File: config.mk
export PLATFORM = sky130hd
export DESIGN_NAME = iomem_display_ctrl
export DESIGN_NICKNAME = d
export VERILOG_FILES = /design/src/rtl/iomem_display_ctrl.sv
export SDC_FILE = /design/constraint.sdc
export NUM_CORES = 1
export LEC_CHECK = 0
export CAP_MARGIN = 20
export CORE_ASPECT_RATIO = 1.5
export CORE_MARGIN = 3
export CORE_UTILIZATION = 35
export CTS_CLUSTER_DIAMETER = 40
export DETAILED_ROUTE_END_ITERATION = 10
export GPL_TIMING_DRIVEN = 1
export PLACE_DENSITY = 0.58
export SYNTH_ARGS = -nofsm -noshare
export SYNTH_HDL_FRONTEND = slang
export SYNTH_SLANG_ARGS = --single-unit
File: constraint.sdc
create_clock -name clk -period 2.9 [get_ports clk]
set_clock_uncertainty 0.2 [all_clocks]
set_input_delay 0.58 -clock clk [delete_from_list [all_inputs] [get_ports clk]]
set_output_delay 0.58 -clock clk [all_outputs]
set_load 0.02 [all_outputs]
File: src/rtl/iomem_display_ctrl.sv
// iomem slave for a 32-LED bank and a 4-digit multiplexed 7-segment display.
// Holds the pattern registers, a global PWM brightness sequencer and the digit-scan sequencer.
module iomem_display_ctrl #(
  parameter logic [7:0]  PAGE      = 8'h03,
  parameter int unsigned SCAN_BITS = 15,
  parameter int unsigned PWM_BITS  = 8
) (
  input  logic        clk,
  input  logic        resetn,
  input  logic        iomem_valid,
  output logic        iomem_ready,
  input  logic [3:0]  iomem_wstrb,
  input  logic [31:0] iomem_addr,
  input  logic [31:0] iomem_wdata,
  output logic [31:0] iomem_rdata,
  output logic [31:0] leds,
  output logic [11:0] segs
);

  localparam logic [PWM_BITS-1:0]  PWM_TOP = {{(PWM_BITS-1){1'b1}}, 1'b0};
  localparam logic [PWM_BITS-1:0]  PWM_ONE = {{(PWM_BITS-1){1'b0}}, 1'b1};
  localparam logic [SCAN_BITS-1:0] PRE_TOP = {SCAN_BITS{1'b1}};
  localparam logic [SCAN_BITS-1:0] PRE_ONE = {{(SCAN_BITS-1){1'b0}}, 1'b1};

  logic [31:0]          leds_reg_r;
  logic [31:0]          segs_reg_r;
  logic [PWM_BITS-1:0]  duty_r;
  logic                 enable_r;
  logic                 frame_r;
  logic [1:0]           digit_r;
  logic [SCAN_BITS-1:0] pre_r;
  logic [PWM_BITS-1:0]  pwm_r;

  logic        hit_s, wr_s, frame_clr_s, wrap_s, frame_set_s, act_s;
  logic [1:0]  sel_s;
  logic [31:0] rd_s, ctrl_rd_s;
  logic [7:0]  seg_byte_s;
  logic [3:0]  anode_s;
  logic        unused_addr_s;

  function automatic logic [31:0] merge_bytes(input logic [31:0] cur, input logic [31:0] nxt,
                                              input logic [3:0] strb);
    logic [31:0] res;
    res = cur;
    for (int b = 0; b < 4; b++) begin
      if (strb[b]) res[8*b +: 8] = nxt[8*b +: 8];
    end
    return res;
  endfunction

  assign unused_addr_s = ^{iomem_addr[23:4], iomem_addr[1:0]};

  // Bus decode, read mux and scan/PWM next-state terms.
  always_comb begin
    hit_s       = iomem_valid && !iomem_ready && (iomem_addr[31:24] == PAGE);
    wr_s        = hit_s && (iomem_wstrb != 4'b0000);
    sel_s       = iomem_addr[3:2];
    frame_clr_s = wr_s && (sel_s == 2'd3) && iomem_wstrb[0] && iomem_wdata[2];
    wrap_s      = (pre_r == PRE_TOP);
    frame_set_s = wrap_s && (digit_r == 2'd3);
    act_s       = enable_r && (pwm_r < duty_r);
    anode_s     = ~(4'b0001 << digit_r);
    ctrl_rd_s                = 32'h0000_0000;
    ctrl_rd_s[PWM_BITS-1:0]  = duty_r;
    ctrl_rd_s[8]             = enable_r;
    case (sel_s)
      2'd0:    rd_s = leds_reg_r;
      2'd1:    rd_s = segs_reg_r;
      2'd2:    rd_s = ctrl_rd_s;
      2'd3:    rd_s = {29'h0000_0000, frame_r, digit_r};
      default: rd_s = 32'h0000_0000;
    endcase
    case (digit_r)
      2'd0:    seg_byte_s = segs_reg_r[7:0];
      2'd1:    seg_byte_s = segs_reg_r[15:8];
      2'd2:    seg_byte_s = segs_reg_r[23:16];
      2'd3:    seg_byte_s = segs_reg_r[31:24];
      default: seg_byte_s = 8'h00;
    endcase
  end

  // Bus handshake and register writes; rdata captures the pre-write value.
  always_ff @(posedge clk or negedge resetn) begin
    if (!resetn) begin
      iomem_ready <= 1'b0;
      iomem_rdata <= 32'h0000_0000;
      leds_reg_r  <= 32'h0000_0000;
      segs_reg_r  <= 32'h0000_0000;
      duty_r      <= {PWM_BITS{1'b0}};
      enable_r    <= 1'b0;
    end else begin
      iomem_ready <= hit_s;
      if (hit_s) iomem_rdata <= rd_s;
      if (wr_s) begin
        case (sel_s)
          2'd0: leds_reg_r <= merge_bytes(leds_reg_r, iomem_wdata, iomem_wstrb);
          2'd1: segs_reg_r <= merge_bytes(segs_reg_r, iomem_wdata, iomem_wstrb);
          2'd2: begin
            if (iomem_wstrb[0]) duty_r <= iomem_wdata[PWM_BITS-1:0];
            if (iomem_wstrb[1]) enable_r <= iomem_wdata[8];
          end
          default: ;
        endcase
      end
    end
  end

  // Free-running PWM and scan counters; frame set takes priority over clear.
  always_ff @(posedge clk or negedge resetn) begin
    if (!resetn) begin
      pwm_r   <= {PWM_BITS{1'b0}};
      pre_r   <= {SCAN_BITS{1'b0}};
      digit_r <= 2'd0;
      frame_r <= 1'b0;
    end else begin
      pwm_r <= (pwm_r == PWM_TOP) ? {PWM_BITS{1'b0}} : pwm_r + PWM_ONE;
      pre_r <= pre_r + PRE_ONE;
      if (wrap_s) digit_r <= digit_r + 2'd1;
      if (frame_set_s)      frame_r <= 1'b1;
      else if (frame_clr_s) frame_r <= 1'b0;
    end
  end

  // Registered pin drivers.
  always_ff @(posedge clk or negedge resetn) begin
    if (!resetn) begin
      leds <= 32'h0000_0000;
      segs <= 12'hF00;
    end else begin
      leds       <= act_s ? leds_reg_r : 32'h0000_0000;
      segs[11:8] <= act_s ? anode_s : 4'hF;
      segs[7:0]  <= seg_byte_s;
    end
  end

endmodule

* Yosys cells after proc, flatten, opt, wreduce, memory -nomap -nowiden
Index checks and enable logic that the tools add are counted.
** Cells by class
- Bitwise gates (word level) :: 1
- Shift operators :: 1
- Mux-type cells :: 7
- Order comparisons :: 1
- $add $sub $neg :: 3
- Reduce and logical (&&, ||, !) cells :: 23
- Equality and inequality tests :: 9
** Operators with widths (count)
- case mux 32 bit (4 select lines) :: 1
- two-way mux 32 bit :: 1
- case mux 8 bit (4 select lines) :: 1
- AND reduction 3 bit :: 10
- adder 15 x 1 -> 15 bit (second input constant) :: 1
- == test 15 bit (second input constant) :: 1
- adder 8 x 1 -> 8 bit (second input constant) :: 1
- == test 2 bit (second input constant) :: 4
- == test 8 x 2 -> 1 bit (second input constant) :: 1
- == test 8 bit (second input constant) :: 1
- logical AND 1 bit :: 8
- less-than comparator 8 bit :: 1
- two-way mux 8 bit :: 1
- == test 2 x 1 -> 1 bit (second input constant) :: 2
- zero test 2 bit :: 2
- two-way mux 4 bit :: 1
- inverter 4 bit :: 1
- nonzero test 4 bit :: 1
- left shift 1 x 2 -> 4 bit (first input constant) :: 1
- adder 2 x 1 -> 2 bit (second input constant) :: 1
- two-way mux 1 bit :: 2
- nonzero test 2 bit :: 1
- zero test 1 bit :: 1
** Storage, ports and cells
- Register bits after elaboration :: 176
- Word-level logic and storage cells :: 63

* Longest topological paths before layout
- Word-level depth :: 9
- Mapped depth :: 8
- Gate-level depth less buffers :: 6

* Worst setup path after synthesis
OpenSTA, ideal clock, no wires.
- Path kind :: in2reg
- Start :: in iomem_addr[27]
- End :: reg enable_r
- Setup slack :: 306 ps
- Data required time :: 2575 ps
- Stages on the path :: 7
- Arrival :: 2269 ps
- Path buffers :: 2
- Cells stage by stage :: or4_1 or4_1 buf_6 clkinv_16 buf_12 nand3_4 mux2_4
** On the way
- Word-level cells in the longest chain between the ends :: 4
** Ends and longest elaborated chain
- start: declaration :: RTL line 13 : input logic [31:0] iomem_addr,
- == test 8 x 2 -> 1 bit :: RTL line 55 : hit_s = iomem_valid && !iomem_ready && (iomem_addr[31:24] == PAGE);
- logical AND 1 bit :: RTL line 55
- logical AND 1 bit :: RTL line 56 : wr_s = hit_s && (iomem_wstrb != 4'b0000);
- AND reduction 3 bit (no source line)
- end signal: assignment :: RTL line 100 : if (iomem_wstrb[1]) enable_r <= iomem_wdata[8];
- end: declaration :: RTL line 28 : logic enable_r;
No other way between the ends.
A chain may end at the register's enable or synchronous reset.

* Worst setup path in the final report
- Start :: in iomem_addr[27]
- End :: reg segs_reg_r[24]
** On the way
- Word-level cells in the longest chain between the ends :: 4
** Ends and longest elaborated chain
- == test 8 x 2 -> 1 bit :: RTL line 55
- logical AND 1 bit :: RTL line 55
- logical AND 1 bit :: RTL line 56
- AND reduction 3 bit (no source line)
- end signal: assignment :: RTL line 97 : 2'd1: segs_reg_r <= merge_bytes(segs_reg_r, iomem_wdata, iomem_wstrb);
- end: declaration :: RTL line 26 : logic [31:0] segs_reg_r;
No other way between the ends.

==> results.toml <==
[outcome]
result_of_the_run = "finished clean"

[worst_hold_path]
hold_path_startpoint = "iomem_rdata[6]$_DFFE_PN0N_"
hold_class = "reg2reg"
hold_end = "iomem_rdata[6]$_DFFE_PN0N_"
min_path_cells = 2

[floorplanning]
die_width_um = 125
ioPinCount = 148
placement_row_count = 64
die_height_um = 185
coreArea_um2 = 20700
design.die.area_um2 = 23200
floorplan.initialDensity_pct = 36.2

[sta]
maxSlewViolCount = 0
finalWorstSetupSlack_ns = 0.0703
worst_slew_margin_rel_pct = 58.1
min_period_over_period_pct = 97.6
timing_worst_slew_pin_value_ns = 0.628
final_period_minus_worst_setup_slack_ns = 2.83
max_freq_mhz = 353
report.final.hold_viol_count = 0
rsz0062_at_grt = "false"
fin_tns_setup_ns = 0
setup_viol = 0

[routing]
detailed_route_via_count = 5058
drtIter0Drc = 268
routed_wire_length_per_instance_um = 18.4
topRoutingLayerUsed = "met4"
met3_length_um = 751
drt_pre_antenna_iters = 5
postRouteWirelength_um = 18700
vias_per_cell = 4.97
routed_length_on_met2_um = 10000
ant_nets = 0
drc_viols = 0
wirelength_met1_um = 7580

[critical_path]
critical_path_arrival_ns = 2.95
critical_path.startpoint_type = "input port"
required_ns = 3.02
cp_slowest_stage_delay_ns = 0.62
r2r-start = "pre_r[0]$_DFF_PN0_"
type_of_element_capturing_the_critical_path = "flip-flop"
critical_path_class = "in2reg"
critical_path.top_delay_family = "simple AND/OR/NAND/NOR gates"
worstPathMaxFanout = 13
r2r_setup_slack_ns = 0.54
reg_to_reg_critical_path_endpoint = "digit_r[1]$_DFFE_PN0N_"
levels_on_crit_path = 7
critical_path.n_buffers_inverters = 3
crit_chain = "clkdlybuf4s50_1, or4_1, or4_2, buf_4, clkinv_16, nand3_4, mux2_4"
critical-path-slowest-cell = "sky130_fd_sc_hd__or4_2"
cells_on_worst_reg2reg_path = 5

[global_route]
grt_start_max_net_pins = 66
aggregate_global_routing_overflow = 0
grt_first_pass_wirelength_um = 30400
antenna_found_initial = 0
first_global_vias = 5510
grt_usage_pct = 16.9

[run]
maxCapViolations = 0

[pwr]
pwr_density_cell_nw_per_um2 = 542
comb_power_share_pct = 6.2
power_frac_seq_pct = 47.2
worst_ir_drop_vdd_uv = 379
p_switching_mw = 1.20
power.share.switching_pct = 22.6
power_mw = 5.33
p_int_mw = 4.12
clkPwrFrac_pct = 46.6
power.leakage_nw = 4.48

[cells_and_area]
fin_util_pct = 47.6
design_area_um2 = 9830
area.growth.synth_to_final_pct = 31.5
antenna_cells = 0
layout-drive-gt1-share_pct = 20.2
n_fill_cell = 1845
multiInputGateArea_um2 = 2860
area.sequential_um2 = 4410
fin_nets = 826

[placement]
place.gp.congestion = 0.805
buffer_ports.inserted = 125
post_place_setup_slack_ns = -0.404
post-dp-hpwl_um = 13800
placedInstanceArea_um2 = 9180

[clock_network]
cts_max_path_buffers = 2
tritoncts_clock_tree = "done"
clk_transition_reported_paths_ns = 0.07
htree_num_levels = 4
clock-root-buffer = "sky130_fd_sc_hd__clkbuf_16"
cts.sinks = 176
cts_made_buffers = 17
clock_insertion_delay_worst_skew_ns = 0.43

[yosys]
netlist_instances = 600
number_of_synthesized_register_bits = 176
yosys_warnings = 0
postSynthNetCount = 686
distinct_cells_synth = 43
synth_enable_flop_cells = 0
synthArstFlopShare_pct = 100
yosys_most_used_dff = "sky130_fd_sc_hd__dfrtp_1"
synthesis.area_um2 = 7480
synth.avg_cell_area_um2 = 12.5
seq_area_frac_synth_pct = 59.0
==> state kept, by name, summed over array words and instances, names as in the netlist <==
signal       count
enable_r         1
duty_r           8
segs_reg_r      32
pwm_r            8
iomem_rdata     32
segs            12
pre_r           15
leds_reg_r      32
iomem_ready      1
digit_r          2
frame_r          1
leds            32
==> power groups by stage <==
stage	clock [mW]	combinational [mW]	sequential (mW)
6_report	2.48	0.330	2.51
3_5_place_dp	0	0.337	2.56
5_1_grt	2.64	0.358	2.52
4_1_cts	2.53	0.339	2.51
2_1_floorplan	0	0.0673	2.59
3_3_place_gp	0	0.332	2.56
==> how the worst max path moves through the flow <==
stage,to,slack [ns],start
global placement,segs_reg_r[16]$_DFFE_PN0P_,-0.35,iomem_addr[27]
floorplan,enable_r$_DFFE_PN0P_,0.31,iomem_addr[27]
detailed placement,segs_reg_r[24]$_DFFE_PN0P_,-0.40,iomem_addr[27]
global route,segs_reg_r[30]$_DFFE_PN0P_,0.01,iomem_addr[27]
finish,segs_reg_r[24]$_DFFE_PN0P_,0.07,iomem_addr[27]
CTS,segs_reg_r[27]$_DFFE_PN0P_,0.05,iomem_addr[27]
==> layout make-up <==
class | instances | share of cell area, %
inverters | 22 | 1.11
clock inverters | 14 | 2.06
flip-flops and latches | 176 | 44.8
repair buffers | 147 | 15.1
multi-input cells | 376 | 29.1
clock buffers | 18 | 4.47
well taps | 264 | 3.36
==> cell usage in the layout, fill, tap and decap left out, types with 7 or more instances in the layout <==
cell type,count
sky130_fd_sc_hd__dfrtp_1,172
sky130_fd_sc_hd__clkdlybuf4s50_1,124
sky130_fd_sc_hd__nor2_1,94
sky130_fd_sc_hd__nand2_1,61
sky130_fd_sc_hd__mux2_2,56
sky130_fd_sc_hd__a221oi_1,23
sky130_fd_sc_hd__inv_1,21
sky130_fd_sc_hd__mux2_4,17
sky130_fd_sc_hd__clkbuf_16,17
sky130_fd_sc_hd__buf_4,16
sky130_fd_sc_hd__ha_1,15
sky130_fd_sc_hd__mux2i_1,14
sky130_fd_sc_hd__xnor2_1,10
sky130_fd_sc_hd__o21ai_0,10
sky130_fd_sc_hd__nand3_4,10
sky130_fd_sc_hd__nand3_1,9
sky130_fd_sc_hd__a222oi_1,8
sky130_fd_sc_hd__xor2_1,7
sky130_fd_sc_hd__a21oi_1,7
==> stage by stage <==
stage,hold slack (ns),std cells
after floorplan,0.0844,600
after global placement,0.256,984
after detailed placement,0.279,984
after CTS,0.294,1017
after global routing,0.322,1017
final,0.283,1017
==> layer usage <==
metal / vias to the layer above / global-route usage [%]
met5: - / 0
met4: 0 / 5.73
met3: 24 / 3.87
met2: 125 / 30.4
met1: 2542 / 19.9
li1: 2367 / -
==> logic make-up after synthesis <==
family / share of synthesized area, %
simple gates: 12.7
mux: 14.8
xor+xnor: 1.99
fa+ha+maj: 2.51
flops: 59.0
compound gates: 5.84
buf+inv: 3.23
==> tightest hold or removal path, cell delays in order (launching register included) <==
cell,delay [ns]
sky130_fd_sc_hd__dfrtp_1,0.34
sky130_fd_sc_hd__nand2_1,0.04
sky130_fd_sc_hd__o21ai_0,0.06
==> timing repair <==
action,CTS,global route
gates resized for setup,0,0
buffers inserted,0,0
endpoints found under the hold margin,58,0
setup endpoints to repair,0,0
hold buffers,1,0
==> synthesized netlist by cell type, types with 3 or more instances <==
library cell	instances	area, um2
sky130_fd_sc_hd__dfrtp_1	172	4300
sky130_fd_sc_hd__inv_1	21	78.8
sky130_fd_sc_hd__mux2i_1	14	140
sky130_fd_sc_hd__nand4_1	4	25.0
sky130_fd_sc_hd__a21oi_1	7	35.0
sky130_fd_sc_hd__xnor2_1	10	87.6
sky130_fd_sc_hd__buf_2	3	15.0
sky130_fd_sc_hd__nand3_4	10	175
sky130_fd_sc_hd__dfstp_2	4	105
sky130_fd_sc_hd__mux2_4	17	255
sky130_fd_sc_hd__o21ai_0	10	50.1
sky130_fd_sc_hd__mux2_2	56	631
sky130_fd_sc_hd__xor2_1	7	61.3
sky130_fd_sc_hd__nand2_1	61	229
sky130_fd_sc_hd__mux4_2	3	67.6
sky130_fd_sc_hd__ha_1	15	188
sky130_fd_sc_hd__nor3_1	4	20.0
sky130_fd_sc_hd__clkbuf_1	17	63.8
sky130_fd_sc_hd__a222oi_1	8	80.1
sky130_fd_sc_hd__nand3_1	9	45.0
sky130_fd_sc_hd__a221oi_1	23	201
sky130_fd_sc_hd__nor2_1	95	357
sky130_fd_sc_hd__nand3b_1	4	30.0
Note: power is estimated with default switching activity, not from simulation.
